$ cat config.mk
export PLATFORM = sky130hd
export DESIGN_NAME = jtbubl_shram_arb
export DESIGN_NICKNAME = d
export VERILOG_FILES = /design/src/rtl/jtbubl_shram_arb.sv
export SDC_FILE = /design/constraint.sdc
export NUM_CORES = 1
export LEC_CHECK = 0
export BUFFER_PORTS_ARGS = -buffer_cell sky130_fd_sc_hd__buf_2
export CORE_UTILIZATION = 48
export CTS_CLUSTER_DIAMETER = 30
export DETAILED_ROUTE_END_ITERATION = 12
export PLACE_DENSITY = 0.8
export SLEW_MARGIN = 20
export SYNTH_ARGS = -nofsm -noshare
export SYNTH_HDL_FRONTEND = slang
export SYNTH_SLANG_ARGS = --single-unit
$ cat constraint.sdc
create_clock -name clk24 -period 2.3 [get_ports clk24]
set_input_delay 0.115 -clock clk24 [delete_from_list [all_inputs] [get_ports clk24]]
set_output_delay 0.115 -clock clk24 [all_outputs]
set_load 0.02 [all_outputs]
$ cat src/rtl/jtbubl_shram_arb.sv
// rtl/jtbubl_shram_arb.sv - main/sub Z80 shared work-RAM arbiter with wait_n generation
// Define JTBUBL_SHRAM_FIXPRIO_EN for fixed main-first priority instead of round-robin.
module jtbubl_shram_arb #(
  parameter int AW  = 13,
  parameter int LAT = 1
) (
  input  logic          clk24,
  input  logic          rst_n,
  input  logic          main_cs,
  input  logic          main_wrn,
  input  logic [AW-1:0] main_addr,
  input  logic [7:0]    main_dout,
  output logic          main_wait_n,
  output logic [7:0]    main_q,
  input  logic          sub_cs,
  input  logic          sub_wrn,
  input  logic [AW-1:0] sub_addr,
  input  logic [7:0]    sub_dout,
  input  logic          sub_en,
  output logic          sub_wait_n,
  output logic [7:0]    sub_q,
  output logic [AW-1:0] ram_addr,
  output logic [7:0]    ram_din,
  output logic          ram_we,
  input  logic [7:0]    ram_q
);

  localparam int            CW      = $clog2(LAT + 2);
  localparam logic [CW-1:0] CNT_MAX = CW'(LAT + 1);

  typedef enum logic [1:0] {
    IDLE  = 2'd0,
    GNT_M = 2'd1,
    GNT_S = 2'd2
  } state_t;

  state_t        r_state;
  state_t        w_next;
  logic [CW-1:0] r_cnt;
  logic [AW-1:0] r_addr_hold;
  logic [7:0]    r_din_hold;
  logic [7:0]    r_main_q;
  logic [7:0]    r_sub_q;
  logic          w_mreq;
  logic          w_sreq;
  logic          w_pick_main;
  logic          w_enter;

  assign w_mreq = main_cs;
  assign w_sreq = sub_cs & sub_en;

`ifdef JTBUBL_SHRAM_FIXPRIO_EN
  assign w_pick_main = 1'b1;
`else
  logic r_last;  // 1 = sub held the most recent grant
  assign w_pick_main = r_last;
`endif

  always_comb begin
    w_next = r_state;
    case (r_state)
      IDLE: begin
        if (w_mreq && w_sreq) w_next = w_pick_main ? GNT_M : GNT_S;
        else if (w_mreq)      w_next = GNT_M;
        else if (w_sreq)      w_next = GNT_S;
      end
      GNT_M: if (!w_mreq) w_next = w_sreq ? GNT_S : IDLE;
      GNT_S: if (!w_sreq) w_next = w_mreq ? GNT_M : IDLE;
      default: w_next = IDLE;
    endcase
  end

  // Handover goes straight from one grant to the other, so entry is any change into a grant state
  assign w_enter = (w_next != r_state) && (w_next != IDLE);

  always_ff @(posedge clk24 or negedge rst_n) begin
    if (!rst_n) begin
      r_state <= IDLE;
      r_cnt   <= '0;
    end else begin
      r_state <= w_next;
      if (w_enter || w_next == IDLE) r_cnt <= '0;
      else if (r_cnt != CNT_MAX)     r_cnt <= r_cnt + 1'b1;
    end
  end

`ifndef JTBUBL_SHRAM_FIXPRIO_EN
  always_ff @(posedge clk24 or negedge rst_n) begin
    if (!rst_n)       r_last <= 1'b1;
    else if (w_enter) r_last <= (w_next == GNT_S);
  end
`endif

  always_ff @(posedge clk24 or negedge rst_n) begin
    if (!rst_n) begin
      r_addr_hold <= '0;
      r_din_hold  <= '0;
      r_main_q    <= '0;
      r_sub_q     <= '0;
    end else begin
      if (r_state == GNT_M) begin
        r_addr_hold <= main_addr;
        r_din_hold  <= main_dout;
        r_main_q    <= ram_q;
      end
      if (r_state == GNT_S) begin
        r_addr_hold <= sub_addr;
        r_din_hold  <= sub_dout;
        r_sub_q     <= ram_q;
      end
    end
  end

  always_comb begin
    ram_addr = r_addr_hold;
    ram_din  = r_din_hold;
    ram_we   = 1'b0;
    case (r_state)
      GNT_M: begin
        ram_addr = main_addr;
        ram_din  = main_dout;
        ram_we   = ~main_wrn;
      end
      GNT_S: begin
        ram_addr = sub_addr;
        ram_din  = sub_dout;
        ram_we   = ~sub_wrn & sub_en;
      end
      default: ram_we = 1'b0;
    endcase
  end

  assign main_q      = r_main_q;
  assign sub_q       = r_sub_q;
  assign main_wait_n = ~w_mreq | ((r_state == GNT_M) && (r_cnt == CNT_MAX));
  assign sub_wait_n  = ~w_sreq | ((r_state == GNT_S) && (r_cnt == CNT_MAX));

endmodule

=== After elaboration in Yosys (flattened, before gate mapping) ===
Index checks and enable logic that the tools add are counted.
W data, S select, Z words.

* Bits in registers: 42
* Latch bits: 0
* RAM bits: 0
* ROM bits: 0
* Input bits: 57
* Output and inout bits: 40
* Logic and storage cells: 50
* Memories kept: 0

* Add/sub/neg operators: 1
* $mul: 0
* Divide/modulo/power cells: 0
* $lt $le $gt $ge: 0
* Equality and inequality tests: 6
* Shift operators: 0
* Muxes and demuxes: 18
* Bitwise gates (word level): 8
* Reductions and logical operators: 10

{| class="wikitable"
|+ Operators with widths
! operator !! count
|-
| $mux W13 || 2
|-
| $pmux W13 S2 || 1
|-
| $mux W2 || 9
|-
| $mux W8 || 2
|-
| $pmux W8 S2 || 1
|-
| $eq A2 B2 Y1 const B || 3
|-
| $pmux W2 S3 || 1
|-
| $reduce_bool A2 Y1 || 3
|-
| $logic_and A1 B1 Y1 || 4
|-
| $logic_not A2 Y1 || 2
|-
| $not A1 Y1 || 4
|-
| $add A2 B1 Y2 const B || 1
|-
| $and A1 B1 Y1 || 2
|-
| $eq A2 B1 Y1 const B || 1
|-
| $ne A2 B2 Y1 || 1
|-
| $ne A2 B2 Y1 const B || 1
|-
| $or A1 B1 Y1 || 2
|-
| $pmux W1 S2 || 1
|-
| $logic_or A1 B1 Y1 || 1
|-
| $mux W1 || 1
|}

=== Logic depth before layout (Yosys ltp) ===
* Word-level depth: 9
* Mapped depth: 8
* Depth with buffers taken out: 7

=== Least setup slack after synthesis ===
Ideal clock, no wire load.

* Path kind: register to output
* Start point: register r_state[0]
* End point: output port ram_addr[8]
* Arrival time: 1.692 ns
* Required time: 2.185 ns
* Slack: 0.493 ns
* Stages on the path, launching flop included: 7
* Buffers on the path: 2
* Path through: dfrtp_1 > inv_1 > ha_1 > buf_2 > clkbuf_1 > a21boi_0 > a21oi_1

* Cells in the longest elaborated chain, start to end: 2
* Elaborated cells between the ends (all ways): 3
* Classes of those cells: eq/ne (2); mux (1)

{| class="wikitable"
|+ RTL lines
! element !! RTL line !! text
|-
| start: declaration || 37 || <nowiki>state_t r_state;</nowiki>
|-
| start signal: assignment || 81 || <nowiki>r_state <= w_next;</nowiki>
|-
| $eq A2 B2 Y1 or $eq A2 B1 Y1 (tied branches) || 118 || <nowiki>case (r_state)</nowiki>
|-
| $pmux W13 S2 (*) || 118 ||
|-
| end: declaration || 22 || <nowiki>output logic [AW-1:0] ram_addr,</nowiki>
|}

Mark *: on every way between the ends. The rest lies on a longest branch, timed or not.

=== Final worst setup path ===
* Start point: register r_state[0]
* End point: output port ram_din[6]

* Cells in the longest elaborated chain, start to end: 2
* Elaborated cells between the ends (all ways): 3
* Classes of those cells: eq/ne (2); mux (1)

{| class="wikitable"
|+ RTL lines
! element !! RTL line !! text
|-
| $eq A2 B2 Y1 or $eq A2 B1 Y1 (tied branches) || 118 ||
|-
| $pmux W8 S2 (*) || 118 ||
|-
| end: declaration || 23 || <nowiki>output logic [7:0] ram_din,</nowiki>
|}

Marked as above.

==> run metrics <==
Routed WL 5170 µm; Reg clk slew, reported paths 80 ps; number of setup violations in the final report 0; fin worst setup slack 170 ps; internal portion of total power 2.67 mW; sequential share of power 25.6%; Pwr Total 5.00 mW; cell family contributing the most delay on the critical path buffers and inverters; Hold WC Path Type input pin to flip-flop; vias in the first global route 2011; Routed WL per cell 12.8 µm; number of vias per cell 5.33; largest family of logic cells by synthesized area compound AO/OA/AOI/OAI gates; aggregate negative setup slack 0 ps; initial detailed-routing violation count 113; transition at the pin with the smallest max-transition slack 896 ps; synthesized-area fraction occupied by xor and xnor cells 0.379%; share of cells above drive strength 1 37.9%; Gate Count Post-Synth 254; CTS max path bufs 2; number of max-capacitance violations reported 0; part of the power in the clock network 11.4%; final setup skew 6.99 ps; worst vdd ir 834 µV; half-perimeter wire length of the detailed placement result 3740 µm; layout overhead on the synthesized area 28.6%; worst-path cell with the longest stage delay sky130_fd_sc_hd__dfrtp_1; top post-synthesis cells by area sky130_fd_sc_hd__dfrtp_1, sky130_fd_sc_hd__a21oi_1, sky130_fd_sc_hd__mux2_2; depth of the most critical reg-to-reg path 7; final number of max-transition violations 0; met2 wire length 2490 µm; kind of launch point of the worst setup path flip-flop; clock insertion delay at the later pin of the skew report 290 ps; complex-gate fraction of the synthesized area 21.4%; number of antenna violations at the first check in global routing 0; pin count of the biggest net entering global routing 43; placer's final routability congestion estimate 0.942; Logic pwr share 63.0%; Unique masters post-synth 32; cell at the root of the clock tree sky130_fd_sc_hd__clkbuf_8; number of filler cells placed in the layout 368; cell row count 24; highest metal used met4; cell chain of the critical path inv_1 -> ha_1 -> buf_6 -> a21boi_0 -> a21oi_1 -> buf_2; total clock buffers created by CTS 5; capture instance of the worst register-to-register path r_cnt[0]$_DFFE_PN0P_; Syn Area/Cell 9.10 µm²; violations in the final reports DRC; commonest cells after routing, fill and taps aside sky130_fd_sc_hd__buf_2, sky130_fd_sc_hd__a21oi_1, sky130_fd_sc_hd__dfrtp_1, sky130_fd_sc_hd__nand2_1, sky130_fd_sc_hd__nor2_1; Yosys top cell area share 44.4%; share of synthesized cell area in and, or, nand and nor gates 19.0%; initial cell density of the core 51.3%; boundary pin count 97; Tot GR Track Use 21.4%; switching portion of total power 46.7%; adder-cell area share of the yosys netlist 2.71%; die height 71.4 µm; buffers inserted during post-CTS setup optimization 0; post-detailed-placement cell area 2840 µm²; worst slack at placement 383 ps; net count after synthesis 316; HP Start ram_q[2]; PD cells 1680 nW/µm²; fraction of synthesized area in multiplexers 7.80%; count of unresolved DRC violations after routing 5; post-route minimum period 2130 ps; final cycle utilization of the critical path 92.6%; Crit path buffers/inverters 3; Die X-Extent 71.4 µm; Slowest Stage Delay on Critical Path 460 ps; commonest non-fill, non-tap cell in the layout sky130_fd_sc_hd__buf_2; Switch Pwr 2.33 mW; Crit. End Element output port; total number of yosys warnings 0; worst hold path depth 2; number of nets in the finished design 412; overflow left after global routing 0; Buffers on Ports 96; synthesized flop and latch total 42; clock sink count 42; unrepaired setup endpoints after global routing false; setup slack of the worst register-to-register path 330 ps; sequential area share after synthesis 45.5%; area enclosed by the die boundary 5100 µm²; data required time of the critical path 2180 ps; Leak 1.41 nW; # H-tree levels 2; status finished with violations; arrival time of data at the critical path endpoint 2010 ps; via count of the routed design 2146; worst-path maximum fanout 31; Final Instance Area 2970 µm²; Cell Area, Synth 2310 µm²; fmax 470 MHz; endpoint of the worst hold path sub_q[2]$_DFFE_PN0N_; routed metal-1 wirelength 2410 µm; launch point of the worst reg-to-reg path r_state[0]$_DFF_PN0_; standard cell core area 4500 µm²; first-pass GRT wire length 8600 µm; critical path type flip-flop to output port; TritonCTS clock tree built; Met3 Routed Length 251 µm; Final Hold Viols 0; number of detailed-route iterations in the first pass 9; cell type with the highest aggregate area in the netlist sky130_fd_sc_hd__dfrtp_1; Slew headroom 40.3%; ANT nets after route 0; antenna fix cells 0
[registers in the layout, summed over array words and instances, names as in the netlist]
signal / cells
r_addr_hold: 13
r_cnt: 2
r_din_hold: 8
r_state: 2
r_last: 1
main_q: 8
sub_q: 8
[synthesized netlist by cell type]
cell,count
sky130_fd_sc_hd__nand2_1,31
sky130_fd_sc_hd__o22ai_1,1
sky130_fd_sc_hd__a2bb2oi_2,1
sky130_fd_sc_hd__o21ai_2,1
sky130_fd_sc_hd__and3_4,1
sky130_fd_sc_hd__and2_1,2
sky130_fd_sc_hd__a21boi_0,21
sky130_fd_sc_hd__nand3_1,5
sky130_fd_sc_hd__dfrtp_1,41
sky130_fd_sc_hd__xnor2_1,1
sky130_fd_sc_hd__o31a_1,2
sky130_fd_sc_hd__mux2_2,16
sky130_fd_sc_hd__o211ai_1,1
sky130_fd_sc_hd__inv_2,1
sky130_fd_sc_hd__ha_1,5
sky130_fd_sc_hd__buf_2,1
sky130_fd_sc_hd__a2bb2oi_1,1
sky130_fd_sc_hd__dfstp_2,1
sky130_fd_sc_hd__nor2b_1,2
sky130_fd_sc_hd__nand2b_1,22
sky130_fd_sc_hd__clkbuf_1,12
sky130_fd_sc_hd__inv_1,3
sky130_fd_sc_hd__a211o_1,1
sky130_fd_sc_hd__nor2_1,28
sky130_fd_sc_hd__a21oi_1,44
sky130_fd_sc_hd__o31ai_2,1
sky130_fd_sc_hd__a31oi_1,1
sky130_fd_sc_hd__a31o_1,1
sky130_fd_sc_hd__a221o_1,1
sky130_fd_sc_hd__buf_4,1
sky130_fd_sc_hd__a22oi_1,1
sky130_fd_sc_hd__nand4_1,3
[power groups by stage]
| stage | Clock [mW] | Combinational (mW) | Sequential (mW) |
|---|---|---|---|
| floorplan | 0 | 2.06 | 1.45 |
| global placement | 0 | 3.08 | 1.29 |
| detailed placement | 0 | 3.14 | 1.29 |
| CTS | 0.586 | 3.15 | 1.28 |
| global route | 0.619 | 3.45 | 1.33 |
| finish | 0.569 | 3.15 | 1.28 |
[layout make-up]
cell class	count	area (µm²)	area share, %
clock buffers	5	68.8	2.31
repair buffers	103	539	18.1
clock inverters	3	45.0	1.52
inverters	4	15.0	0.505
flip-flops and latches	42	1050	35.4
well taps	52	65.1	2.19
multi-input cells	194	1190	39.9
[worst max path at each step]
stage	startpoint	to	slack (ps)	cells past startpoint
after floorplan	r_state[0]$_DFF_PN0_	ram_addr[8]	490	6
after global placement	r_state[0]$_DFF_PN0_	r_last$_DFFE_PN1P_	400	7
after detailed placement	r_state[1]$_DFF_PN0_	r_cnt[0]$_DFFE_PN0P_	380	7
after CTS	r_state[0]$_DFF_PN0_	ram_din[6]	100	6
after global routing	r_state[0]$_DFF_PN0_	ram_din[7]	30	6
final	r_state[0]$_DFF_PN0_	ram_din[6]	170	6
[routing by layer]
layer,global-route usage [%],vias to the layer above
met3,4.92,2
li1,-,1063
met4,4.67,0
met1,27.9,1024
met5,0,-
met2,36.6,57
[repair_timing]
| action | CTS | global route |
|---|---|---|
| endpoints found under the setup margin | 0 | 15 |
| hold endpoints to repair | 41 | 0 |
| hold buffers | 1 | 0 |
| gates resized for setup | 0 | 9 |
[metrics by stage]
step                hold slack [ps]  util [%]  instances
global route                   57.5      66.0        403
detailed placement              296      63.1        394
global placement                302      63.1        394
floorplan                      -181         -        254
finish                         66.5      66.0        403
CTS                            56.8      65.9        403
[logic make-up after synthesis]
logic type,after synthesis
xor gates and xnor gates,1
muxes,16
DFF,42
buffers and inverters,18
AOI/OAI and AO/OA,78
and+or+nand+nor,94
adders and majority gates,5
No activity file was read; power rests on OpenSTA's default activity.
